File: src/rtl/fetch_pkg.sv
// fetch_pkg: shared definitions for the instruction-fetch control stage.
//   fetch_state_e     - 3-bit FSM state encoding
//   NOP_INST          - value presented on dec_inst while nothing was fetched
//   RESET_VEC_DEFAULT - default fetch PC after reset
package fetch_pkg;

  typedef enum logic [2:0] {
    ST_IDLE = 3'd0,
    ST_REQ  = 3'd1,
    ST_WAIT = 3'd2,
    ST_KILL = 3'd3,
    ST_HOLD = 3'd4
  } fetch_state_e;

  localparam logic [31:0] NOP_INST          = 32'h0000_0013;
  localparam logic [31:0] RESET_VEC_DEFAULT = 32'h0000_0000;

endpackage

File: src/rtl/fetch_ifu.sv
// fetch_ifu: instruction-fetch control stage.
//   Owns the fetch PC register (fe_pc, fed back to the PC-select mux), runs a
//   single-outstanding req/gnt/rvalid transaction on the instruction memory
//   port and presents each fetched word plus its PC to decode on a
//   valid/ready handshake. Execute redirects (pc_sel) flush anything in
//   flight or held.
// Ports:
//   clk, rst_n                   - clock, async active-low reset
//   pc_in, next_pc_in            - mux PC and PC+4
//   pc_sel                       - redirect pulse (pc_in is the target)
//   fetch_en                     - 0 stops new requests
//   fe_pc                        - registered fetch PC
//   imem_req/addr/gnt/rvalid/rdata - instruction memory port
//   dec_valid/inst/pc/misalign/ready - decode handshake
//
// state | meaning
// ------+-----------------------------------------------------------
// IDLE  | no transaction; waiting for fetch_en
// REQ   | imem_req high, address held until granted
// WAIT  | granted, waiting for the response
// KILL  | granted on the wrong path; next response is dropped
// HOLD  | instruction presented to decode until accepted
module fetch_ifu
  import fetch_pkg::*;
#(
  parameter int              W         = 32,
  parameter logic [W-1:0]    RESET_VEC = W'(RESET_VEC_DEFAULT)
) (
  input  logic         clk,
  input  logic         rst_n,
  input  logic [W-1:0] pc_in,
  input  logic [W-1:0] next_pc_in,
  input  logic         pc_sel,
  input  logic         fetch_en,
  output logic [W-1:0] fe_pc,
  output logic         imem_req,
  output logic [W-1:0] imem_addr,
  input  logic         imem_gnt,
  input  logic         imem_rvalid,
  input  logic [W-1:0] imem_rdata,
  output logic         dec_valid,
  output logic [W-1:0] dec_inst,
  output logic [W-1:0] dec_pc,
  output logic         dec_misalign,
  input  logic         dec_ready
);

  fetch_state_e state_q;
  logic [W-1:0] fe_pc_q;
  logic [W-1:0] req_addr_q;
  logic         imem_req_q;
  logic         dec_valid_q;
  logic [W-1:0] dec_inst_q;
  logic [W-1:0] dec_pc_q;

  always_ff @(posedge clk or negedge rst_n) begin
    if (!rst_n) begin
      state_q     <= ST_IDLE;
      fe_pc_q     <= RESET_VEC;
      req_addr_q  <= RESET_VEC;
      imem_req_q  <= 1'b0;
      dec_valid_q <= 1'b0;
      dec_inst_q  <= W'(NOP_INST);
      dec_pc_q    <= RESET_VEC;
    end else begin
      // A redirect always retargets the fetch PC, whatever the state.
      if (pc_sel) begin
        fe_pc_q <= pc_in + W'(4);
      end

      case (state_q)
        ST_IDLE: begin
          if (fetch_en) begin
            state_q    <= ST_REQ;
            req_addr_q <= pc_in;
            imem_req_q <= 1'b1;
          end
        end

        ST_REQ: begin
          // Not yet granted: simply swap the address. If the grant lands in
          // the same cycle, the old address went out and must be killed.
          if (pc_sel) begin
            req_addr_q <= pc_in;
          end
          if (imem_gnt) begin
            imem_req_q <= 1'b0;
            state_q    <= pc_sel ? ST_KILL : ST_WAIT;
          end
        end

        ST_WAIT: begin
          if (pc_sel) begin
            req_addr_q <= pc_in;
            if (imem_rvalid) begin
              // Response arrives with the redirect: it is already stale.
              state_q    <= fetch_en ? ST_REQ : ST_IDLE;
              imem_req_q <= fetch_en;
            end else begin
              state_q <= ST_KILL;
            end
          end else if (imem_rvalid) begin
            dec_inst_q  <= imem_rdata;
            dec_pc_q    <= req_addr_q;
            fe_pc_q     <= next_pc_in;
            dec_valid_q <= 1'b1;
            state_q     <= ST_HOLD;
          end
        end

        ST_KILL: begin
          if (pc_sel) begin
            req_addr_q <= pc_in;
          end
          if (imem_rvalid) begin
            state_q    <= fetch_en ? ST_REQ : ST_IDLE;
            imem_req_q <= fetch_en;
          end
        end

        ST_HOLD: begin
          // Redirect and accept both release the slot; with a redirect the
          // held word is simply dropped instead of consumed.
          if (pc_sel || dec_ready) begin
            dec_valid_q <= 1'b0;
            if (fetch_en) begin
              state_q    <= ST_REQ;
              req_addr_q <= pc_in;
              imem_req_q <= 1'b1;
            end else begin
              state_q <= ST_IDLE;
            end
          end
        end

        default: begin
          state_q     <= ST_IDLE;
          imem_req_q  <= 1'b0;
          dec_valid_q <= 1'b0;
        end
      endcase
    end
  end

  assign fe_pc        = fe_pc_q;
  assign imem_req     = imem_req_q;
  assign imem_addr    = req_addr_q;
  assign dec_valid    = dec_valid_q;
  assign dec_inst     = dec_inst_q;
  assign dec_pc       = dec_pc_q;
  assign dec_misalign = dec_valid_q & (dec_pc_q[1:0] != 2'b00);

endmodule

File: config.mk
export PLATFORM = sky130hd
export DESIGN_NAME = fetch_ifu
export DESIGN_NICKNAME = d
export VERILOG_FILES = /design/src/rtl/fetch_pkg.sv /design/src/rtl/fetch_ifu.sv
export SDC_FILE = /design/constraint.sdc
export NUM_CORES = 1
export LEC_CHECK = 0
export CORE_MARGIN = 10
export CORE_UTILIZATION = 40
export CTS_CLUSTER_SIZE = 24
export DETAILED_ROUTE_END_ITERATION = 6
export MAX_ROUTING_LAYER = met4
export PLACE_DENSITY = 0.77
export SLEW_MARGIN = 0
export SYNTH_ARGS = -nofsm -noshare
export SYNTH_HDL_FRONTEND = slang
export SYNTH_SLANG_ARGS = --single-unit
File: constraint.sdc
create_clock -name clk -period 1.8 [get_ports clk]
set_clock_uncertainty 0.15 [all_clocks]
set_input_delay 0.36 -clock clk [delete_from_list [all_inputs] [get_ports clk]]
set_output_delay 0.36 -clock clk [all_outputs]
set_load 0.03 [all_outputs]
After elaboration in Yosys (flattened, before gate mapping)
Index checks and enable logic that the tools add are counted.
W data, S select, Z words.

word-level totals
  register bits = 133
  output and inout port bits = 131
  input bits = 103

cells by class
  $add $sub $neg = 1
  equal/unequal tests = 13
  bitwise operators = 3
  mux-type cells = 28
  reductions and logical operators = 11

operators by type and width
  kind                     number
  $mux W32                 7
  $pmux W32 S3             1
  $add A32 B3 Y32 const B  1
  $mux W3                  6
  $pmux W3 S5              1
  $ne A2 B2 Y1 const B     7
  $mux W1                  10
  $reduce_and A3 Y1        3
  $eq A3 B2 Y1 const B     2
  $reduce_or A3 Y1         2
  $pmux W1 S5              1
  $reduce_and A5 Y1        1
  $reduce_and A4 Y1        1
  $eq A3 B1 Y1 const B     1
  $eq A3 B3 Y1 const B     1
  $logic_not A3 Y1         1
  $ne A3 B3 Y1 const B     1
  $pmux W1 S3              1
  $reduce_bool A3 Y1       1
  $mux W2                  1
  $ne A2 B1 Y1 const B     1
  $not A1 Y1               2
  $reduce_bool A2 Y1       1
  $and A1 B1 Y1            1
  $logic_or A1 B1 Y1       1

Longest topological paths before layout
Gate-level depths: netlist of run 1.

  depth after elaboration = 5
  gate-level depth with buffers = 7
  mapped depth without buffers = 5

Worst setup path after synthesis of run 1
OpenSTA, ideal clock, no wires.

  kind = input -> register
  start point = input port pc_in[2]
  end point = register fe_pc_q[28], in the netlist fe_pc[28]
  buffers on the path = 2
  setup time = 0.069 ns
  setup slack = -0.238 ns
  arrival time = 1.819 ns
  stages on the path = 7
  cell sequence = ha_1 > buf_6 > nand4_1 > or4_1 > clkbuf_2 > or4_1 > nand3_1

between the ends
  word-level cells in the longest chain between the ends = 5

ends and longest elaborated chain
  element                 RTL line          source
  start: declaration      fetch_ifu.sv:31   input logic [W-1:0] pc_in,
  $add A32 B3 Y32 *       fetch_ifu.sv:68   fe_pc_q <= pc_in + W'(4);
  $mux W32 *              fetch_ifu.sv:67   if (pc_sel) begin
  $mux W32                fetch_ifu.sv:102  end else if (imem_rvalid) begin
  $mux W32                fetch_ifu.sv:93   if (pc_sel) begin
  $mux W32 *              fetch_ifu.sv:71   case (state_q)
  end signal: assignment  fetch_ifu.sv:68
  end signal: assignment  fetch_ifu.sv:105  fe_pc_q <= next_pc_in;
  end: declaration        fetch_ifu.sv:49   logic [W-1:0] fe_pc_q;

Mark *: on every way between the ends. The rest lies on a longest branch, timed or not.
A chain may end at the register's enable or synchronous reset.

Worst setup path in the final report of run 1
  start point = register state_q[1]
  end point = register req_addr_q[12], in the netlist imem_addr[12]

between the ends
  word-level cells in the longest chain between the ends = 4

ends and longest elaborated chain
  element                                                                     RTL line          source
  start: declaration                                                          fetch_ifu.sv:48   fetch_state_e state_q;
  start signal: assignment                                                    fetch_ifu.sv:88   state_q <= pc_sel ? ST_KILL : ST_WAIT;
  start signal: assignment                                                    fetch_ifu.sv:97   state_q <= fetch_en ? ST_REQ : ST_IDLE;
  start signal: assignment                                                    fetch_ifu.sv:116  state_q <= fetch_en ? ST_REQ : ST_IDLE;
  $eq A3 B2 Y1 / $eq A3 B1 Y1 (equally long branches)                         fetch_ifu.sv:71
  $reduce_or A3 Y1 (no source line)                                           n/a
  $ne A2 B1 Y1 (no source line) / $reduce_bool A3 Y1 (equally long branches)  n/a
  $reduce_and A3 Y1 (no source line)                                          n/a
  end signal: assignment                                                      fetch_ifu.sv:75   req_addr_q <= pc_in;
  end signal: assignment                                                      fetch_ifu.sv:84   req_addr_q <= pc_in;
  end signal: assignment                                                      fetch_ifu.sv:94   req_addr_q <= pc_in;
  end: declaration                                                            fetch_ifu.sv:50   logic [W-1:0] req_addr_q;

Several ways; a longest one is shown, not always the timed one.

==> flow_summary.yaml, run 1 <==
run_status:
  status: "complete, but fails checks"
  violations: "negative setup slack"
logic_synthesis:
  synth_flop_cell: "dfrtp_1"
  synth_top_area_share_pct: 53.95
  synth_common_cells: "219 x nand2_1, 130 x dfrtp_1, 33 x mux2_2, 27 x a22oi_1, 26 x clkbuf_1"
  synth_cells: 623
  syn-cell-area_um2: 6030
  synth_edf_count: 0
  synthTopCellsByArea: "dfrtp_1 54%, nand2_1 14%, mux2_2 6.2%"
  ys_seq_elements: 133
  syn-num-nets: 727
  seq_area_frac_synth_pct: 55.26
  yosysMostFrequentCell: "nand2_1"
  ys.warnings.count: 0
  yosysTopAreaCell: "dfrtp_1"
  avgSynthCellArea_um2: 9.678
  synth-async-reset-ratio_pct: 100.0
  yosysUniqueCellTypes: 51
route:
  avgViaCountPerCell: 5.121
  dr.pass1.iters: 6
  ant_nets: 0
  drc: 0
  drt_iter0_drc: 356
  wl_um: 22210
  vias: 5884
  wire_per_inst_um: 19.33
pwr:
  p_seq_share_pct: 30.5
  power_frac_comb_pct: 46.4
  ir_worst_vdd_v: 0.001077
  p_sw_w: 0.006641
  p_int_w: 0.009804
  p_leak_nw: 5.009
  p_clk_share_pct: 23.1
  p_per_area_nw_per_um2: 1616
  switching_share_pct: 40.38
timing:
  clock.fmax_ghz: 0.5535
  period_needed_ps: 1807
  fin_crit_sh_pct: 100.4
  hold_viol: 0
  fin_ws_ps: -6.544
  drv_slew: 0
  slew_headroom_pct: 70.21
  rsz0062_at_grt: "yes"
  setup_viol: 1
  tightest_slew_ps: 446.9
grt:
  track_usage_pct: 21.74
  grt_max_degree: 47
  grt_pass1_wl_um: 33770
  overflow: 0
  grt_antenna_before_repair: 1
  grt_pass1_vias: 5998
placed_design:
  dpl.hpwl_um: 16530
  post-place-cells: 1103
  routabilityCongestion: 0.9030
  portBuffers: 233
  place_ws_ps: -752.7
worst_setup_path:
  reg2reg_depth: 6
  r2r-end: "imem_addr[12]"
  rrSetupSlack_ps: -7
  startpoint_type: "flip-flop"
  worst-path-max-fanout: 5
  critPathArrivalTime_ps: 1940
  endpoint_kind: "flip-flop"
  crit_type: "flip-flop to flip-flop"
  timing.rr.start: "state_q[1]"
  cp.required_ps: 1940
layout:
  finish.net_count: 1055
  nFillCells: 1153
  stdcell_count: 1149
  areaGrowthSynthToFinish_pct: 68.83
  drive_gt1_share_pct: 21.78
min_path:
  min_from: "pc_in[3]"
  whs_endpoint: "imem_addr[3]"
  hold_path_class: "primary input to flip-flop"
  whs_path_depth: 3
clocking:
  cts.clk_slew.worst_paths_ps: 60
  htree_num_levels: 4
  clock_latency_ps: 410
  cts_root_buffer: "clkbuf_16"
  cts_buffers: 17
  cts.sinks: 133
  clockBufferDepth: 2
  tritoncts: "yes"
floorplanning:
  dieWidth_um: 142.8
  row_count: 44
  initial_utilization_pct: 41.17
  die_y_um: 142.8
  dieArea_um2: 20380
  pin_count: 234
  core_area_um2: 14640
flow_run:
  cap_violations: 0
## sequential cells by signal, indices dropped and copies added, names as in the netlist
| register | flops |
|---|---|
| dec_inst | 32 |
| dec_pc | 32 |
| fe_pc | 32 |
| imem_addr | 32 |
| state_q | 3 |
| dec_valid | 1 |
| imem_req | 1 |
## per-layer routing
layer	vias up	global-route usage (%)	wire (µm)
met5	-	-	0
met4	0	7.438	431
met3	25	5.174	1402
met2	203	34.52	11040
met1	2834	26.74	9334
li1	2822	-	-
## cell families (layout without fill, tap and decap cells)
group / count (synthesis) / in the layout / synth area share [%]
buffers and inverters: 43 / 384 / 3.362
adders and majority gates: 1 / 1 / 0.2075
muxes: 37 / 37 / 6.827
other: 0 / 1 / 0
xor gates and xnor gates: 12 / 12 / 1.743
DFF: 133 / 133 / 55.26
and+or+nand+nor: 313 / 313 / 23.10
AOI/OAI and AO/OA: 84 / 84 / 9.504
## cell usage in the layout (no fill, tap or decap), drive strengths merged, types with 5 or more instances in the layout
cell type,instances
inv,7
o211ai,8
xor2,5
nand3,21
nor4,5
clkdlybuf4s50,84
dfrtp,130
nand2,219
bufinv,5
clkbuf,28
or4,6
and4,5
a31oi,5
nor2,13
dlygate4sd2,141
nand4,15
mux2,33
buf,110
a22oi,27
nor3,11
o21ai,23
xnor2,7
## worst max-delay path by stage
stage / startpoint / end / cells past startpoint
after floorplan: pc_in[2] / fe_pc[22] / 7
after global placement: pc_in[2] / fe_pc[28] / 6
after detailed placement: pc_in[2] / fe_pc[24] / 6
after CTS: state_q[0] / fe_pc[23] / 6
after global routing: state_q[0] / imem_addr[12] / 6
final: state_q[1] / imem_addr[12] / 6
## cell type report
type	instances	area (µm²)	share of cell area, %
Clock buffer	23	467.9	4.597
Clock inverter	9	173.9	1.708
Multi-Input combinational cell	447	2730	26.82
Timing Repair Buffer	345	3214	31.58
Tap cell	184	230.2	2.262
Sequential cell	133	3334	32.76
Antenna cell	1	2.502	0.02458
Inverter	7	26.28	0.2581
## stage by stage
step | power (W) | hold slack, ps | cell area [µm²] | TNS (ps) | utilization [%]
finish | 0.01645 | 206.2 | 10180 | -6.544 | 69.51
global route | 0.01730 | 202.0 | 10180 | -1394 | 69.51
CTS | 0.01608 | 276.3 | 9902 | -238.8 | 67.62
detailed placement | 0.01293 | 171.8 | 9300 | -51520 | 63.51
global placement | 0.01282 | 172.5 | 9300 | -53730 | 63.51
floorplan | 0.009064 | -85.59 | 6052 | -541.0 | -
## timing repair
action	in CTS	in global routing
buffers inserted	7	2
pin swaps	8	8
gates resized for setup	173	59
hold buffers	1	0
endpoints found under the hold margin	36	0
setup endpoints to repair	171	59
cloned	2	3
## worst max-delay path, stage by stage (launching register included)
cell and delay (ps):
dfrtp_2 440, nor2_4 140, nand2_2 80, a22oi_2 190
buf_6 190, clkbuf_16 170, mux2_4 300
## power by group through the flow
stage | Clock (W) | Combinational (W) | Sequential [W]
finish | 0.00380 | 0.00763 | 0.00502
global route | 0.00401 | 0.00810 | 0.00519
CTS | 0.00386 | 0.00724 | 0.00499
detailed placement | 0 | 0.00788 | 0.00505
global placement | 0 | 0.00780 | 0.00502
floorplan | 0 | 0.00171 | 0.00735
Note: power is estimated with default switching activity, not from simulation.
==> run 2: changes to the inputs <==
--- a/config.mk
+++ b/config.mk
@@ -11,6 +11,7 @@
 export DETAILED_ROUTE_END_ITERATION = 6
 export MAX_ROUTING_LAYER = met4
 export PLACE_DENSITY = 0.77
+export SKIP_CTS_REPAIR_TIMING = 1
 export SLEW_MARGIN = 0
 export SYNTH_ARGS = -nofsm -noshare
 export SYNTH_HDL_FRONTEND = slang
==> run 2 against run 1 <==
Against the previous run: combinational power increased by 6.7%; cell area up 5.3%; sequential cell count unchanged; the flow still finishes with violations (negative setup slack); worst hold slack hardly changed; first-iteration DRC count is 5.9% higher; sequential power is essentially flat.
==> flow_summary.yaml, run 2 (synthesized netlist as in run 1, its figures left out) <==
layout:
  fin_util_pct: 73.17
  drive_gt1_share_pct: 22.03
  stdcell_count: 1153
  areaGrowthSynthToFinish_pct: 77.71
  finish.net_count: 1058
  layout_commonest_cell: "nand2_1"
  layout_common_cells: "217 x nand2_1, 147 x dlymetal6s2s_1, 128 x dfrtp_1"
  nFillCells: 1016
route:
  vias: 6051
  avgViaCountPerCell: 5.248
  dr.pass1.iters: 5
  wl_um: 23080
  drc: 0
  wire_per_inst_um: 20.01
  drt_iter0_drc: 377
  ant_nets: 0
timing:
  slew_headroom_pct: 70.39
  setup_viol: 2
  tightest_slew_ps: 444.2
  period_needed_ps: 1841
  fin_crit_sh_pct: 102.3
  fin_setup_tns_ps: -75.54
  rsz0062_at_grt: "yes"
  fin_ws_ps: -41.42
  clock.fmax_ghz: 0.5431
  drv_slew: 0
  hold_viol: 0
clocking:
  cts_root_buffer: "clkbuf_16"
  cts.clk_slew.worst_paths_ps: 60
  clockBufferDepth: 2
  clock_latency_ps: 410
  cts.sinks: 133
  htree_num_levels: 4
  tritoncts: "yes"
  cts_buffers: 17
grt:
  grt_pass1_wl_um: 33290
  grt_antenna_before_repair: 2
  grt_pass1_vias: 5934
  track_usage_pct: 21.42
  overflow: 0
  grt_max_degree: 47
worst_setup_path:
  crit_type: "primary input to flip-flop"
  endpoint_kind: "flip-flop"
  cp.required_ps: 1940
  critPathArrivalTime_ps: 1980
  worst-path-max-fanout: 6
  startpoint_type: "primary input"
run_status:
  status: "complete, but fails checks"
  violations: "negative setup slack"
flow_run:
  cap_violations: 0
placed_design:
  routabilityCongestion: 0.9030
  place_ws_ps: -752.7
  post-place-cells: 1103
  portBuffers: 233
  dpl.hpwl_um: 16530
floorplanning:
  pin_count: 234
  core_area_um2: 14640
  dieWidth_um: 142.8
  die_y_um: 142.8
  initial_utilization_pct: 41.17
  row_count: 44
  dieArea_um2: 20380
pwr:
  p_leak_nw: 6.300
  p_per_area_nw_per_um2: 1585
  power.total_w: 0.01698
  ir_worst_vdd_v: 0.001102
min_path:
  hold_path_class: "primary input to flip-flop"
run 2: cell types whose count changed in the layout (fill, tap and decap cells not counted), sizes merged:
cell,delta
clkdlybuf4s15,-2
dlymetal6s2s,+146
dlygate4sd2,-141
diode,+1
run 2: path summary, 6_finish.rpt:
check | to | depth (start not counted) | from | slack [ps]
max reg2reg | imem_addr[10] | 6 | state_q[1] | 0
max | fe_pc[29] | 7 | pc_in[9] | -40
max in group asynchronous | dec_inst[4] | 3 | rst_n | 610
min | imem_addr[17] | 2 | pc_in[17] | 210
min reg2reg | dec_inst[0] | 2 | dec_inst[0] | 310
min in group asynchronous | dec_pc[14] | 2 | rst_n | 300
run 2: report_power, final:
group	internal [W]	switching, W
clock network	0.00253	0.00128
logic	0.00355	0.00459
registers	0.00424	0.000786
total	0.0103	0.00666
run 2: routing by layer:
metal / track usage (%) / part of all wire, % / up-vias
met3: 5.075 / 5.9 / 39
met5: - / 0 / -
met2: 34.18 / 50 / 220
met4: 7.166 / 2.4 / 0
met1: 26.27 / 41 / 2962
li1: - / - / 2830
run 2: layout make-up:
cell class                 count  area, µm²  share of cell area [%]
multi-input combinational    447       2695                   25.15
antenna                        2      5.005                 0.04671
clock inverter                 9      173.9                   1.623
inverter                       7      26.28                  0.2452
timing repair buffer         348       3782                   35.30
clock buffer                  23      467.9                   4.367
sequential                   133       3334                   31.12
tap                          184      230.2                   2.149
run 2: through the flow:
stage / cell area, µm² / hold slack [ps]
6_report: 10720 / 206.1
5_1_grt: 10720 / 225.7
4_1_cts: 9942 / -267.3
3_5_place_dp: 9300 / 171.8
3_3_place_gp: 9300 / 172.5
2_1_floorplan: 6052 / -85.59
run 2: worst max-delay path, cell delays in order:
cell,delay [ps]
clkdlybuf4s50_1,490
buf_4,150
nand3_2,160
nor3_4,260
clkdlybuf4s15_2,320
a31o_2,170
nand3_1,80
==> run 3: changes to the inputs <==
==> constraint.sdc (replaced) <==
create_clock -name clk -period 1.8 [get_ports clk]
set_clock_uncertainty 0.15 [all_clocks]
set_input_delay 0.36 -clock clk [delete_from_list [all_inputs] [get_ports clk]]
set_output_delay 0.36 -clock clk [all_outputs]
set_load 0.01 [all_outputs]
==> run 3 against run 2 <==
Against the previous run: the run now ends clean; die area did not move; worst hold slack got worse by 0.54 ps; clock-buffer cell count did not move; routed wire length fell by 1.3%; via count rose by 0.26%; total power fell by 15%; cell area fell by 1.6%; non-clock buffer count fell by 5; clock power fell by 10%; sequential share of layout area rose by 0.51 points; critical path depth fell by 1; critical endpoint is now imem_addr[26]; largest cell class unchanged; highest routed layer unchanged.
==> flow_summary.yaml, run 3 (synthesized netlist as in run 1, its figures left out) <==
timing:
  drv_slew: 0
  period_needed_ps: 1794
  hold_viol: 0
  rsz0062_at_grt: "yes"
  tightest_slew_ps: 440.4
  clock.fmax_ghz: 0.5574
  whs_ps: 205.6
  slew_headroom_pct: 70.64
  setup_viol: 0
  fin_crit_sh_pct: 99.66
route:
  drt_iter0_drc: 398
  dr.pass1.iters: 5
  vias: 6067
  ant_nets: 0
  drc: 0
  avgViaCountPerCell: 5.285
  wire_per_inst_um: 19.84
  wl_um: 22770
clocking:
  htree_num_levels: 4
  cts_buffers: 17
  clock_latency_ps: 420
  cts.sinks: 133
  tritoncts: "yes"
  cts_root_buffer: "clkbuf_16"
  clockBufferDepth: 2
  cts.clk_slew.worst_paths_ps: 50
layout:
  areaGrowthSynthToFinish_pct: 74.83
  finish.net_count: 1053
  layout_commonest_cell: "nand2_1"
  nFillCells: 1015
  layout_common_cells: "217 x nand2_1, 148 x dlymetal6s2s_1, 128 x dfrtp_1"
  fin_util_pct: 71.98
  drive_gt1_share_pct: 21.41
pwr:
  ir_worst_vdd_v: 0.0008536
  p_per_area_nw_per_um2: 1377
  p_leak_nw: 6.202
floorplanning:
  dieWidth_um: 142.8
  die_y_um: 142.8
  row_count: 44
  initial_utilization_pct: 41.17
  dieArea_um2: 20380
  core_area_um2: 14640
  pin_count: 234
placed_design:
  portBuffers: 233
  dpl.hpwl_um: 16510
  routabilityCongestion: 0.9038
worst_setup_path:
  crit_type: "flip-flop to flip-flop"
  startpoint_type: "flip-flop"
  critPathArrivalTime_ps: 1940
  reg2reg_depth: 6
  worst-path-max-fanout: 6
  endpoint_kind: "flip-flop"
  cp.required_ps: 1940
grt:
  grt_max_degree: 47
  overflow: 0
  track_usage_pct: 21.24
  grt_pass1_vias: 5918
  grt_antenna_before_repair: 2
  grt_pass1_wl_um: 32980
min_path:
  hold_path_class: "primary input to flip-flop"
  whs_path_depth: 3
flow_run:
  cap_violations: 0
run_status:
  status: "finished, final reports clean"
## run 3: changes by cell type in the layout (fill, tap and decap cells not counted), sizes merged
cell,change
bufinv,-3
clkbuf,-3
buf,-2
clkinv,+2
clkdlybuf4s15,-1
clkinvlp,+1
dlymetal6s2s,+1
## run 3: area by class of cell
cell class / count / area (µm²) / area share [%]
Multi-Input combinational cell: 447 / 2663 / 25.26
Sequential cell: 133 / 3334 / 31.63
Inverter: 7 / 26.28 / 0.2493
Tap cell: 184 / 230.2 / 2.184
Clock buffer: 23 / 478.0 / 4.534
Timing Repair Buffer: 343 / 3704 / 35.13
Clock inverter: 9 / 101.3 / 0.9614
Antenna cell: 2 / 5.005 / 0.04748
## run 3: worst max-delay path, cell delays in order, from the launching register on
cell and delay (ps):
dfrtp_2 450, nor2_4 140, nand2_2 80, a22oi_2 170
buf_6 200, buf_12 140, mux2_2 340
## run 3: layer usage
layer  GRT usage, %  wire length [µm]
met5              -                 0
met4          7.655               642
met3          4.743              1469
met1          25.91              9549
met2          34.03             11110
## run 3: path summary, 6_finish.rpt
| check | from | endpoint | slack [ps] |
|---|---|---|---|
| worst min-delay path | pc_in[8] | imem_addr[8] | 210 |
| worst max register to register | state_q[0] | imem_addr[26] | 6 |
| max in group asynchronous | rst_n | dec_inst[4] | 600 |
| min in group asynchronous | rst_n | dec_pc[14] | 310 |
| worst max-delay path | state_q[0] | imem_addr[26] | 6 |
| worst min register to register | dec_inst[1] | dec_inst[1] | 310 |
## run 3: metrics by stage
stage               setup TNS (ps)  instances  total power (W)  area, µm²  setup slack [ps]
CTS                         -11780       1134          0.01452       9872            -390.5
finish                           0       1148          0.01451      10540             6.044
global route                -295.2       1148          0.01530      10540            -73.15
global placement            -53330       1102          0.01093       9293            -699.2
floorplan                   -540.3        623         0.007224       6052            -132.1
detailed placement          -52170       1102          0.01105       9293            -803.1
## run 3: report_power, final
group          switching, W  internal, W  total [W]  leakage (nW)
sequential         0.000792      0.00424    0.00503          1.62
clock               0.00128      0.00214    0.00342         0.287
combinational       0.00268      0.00337    0.00606          4.30
total               0.00476      0.00975     0.0145          6.20
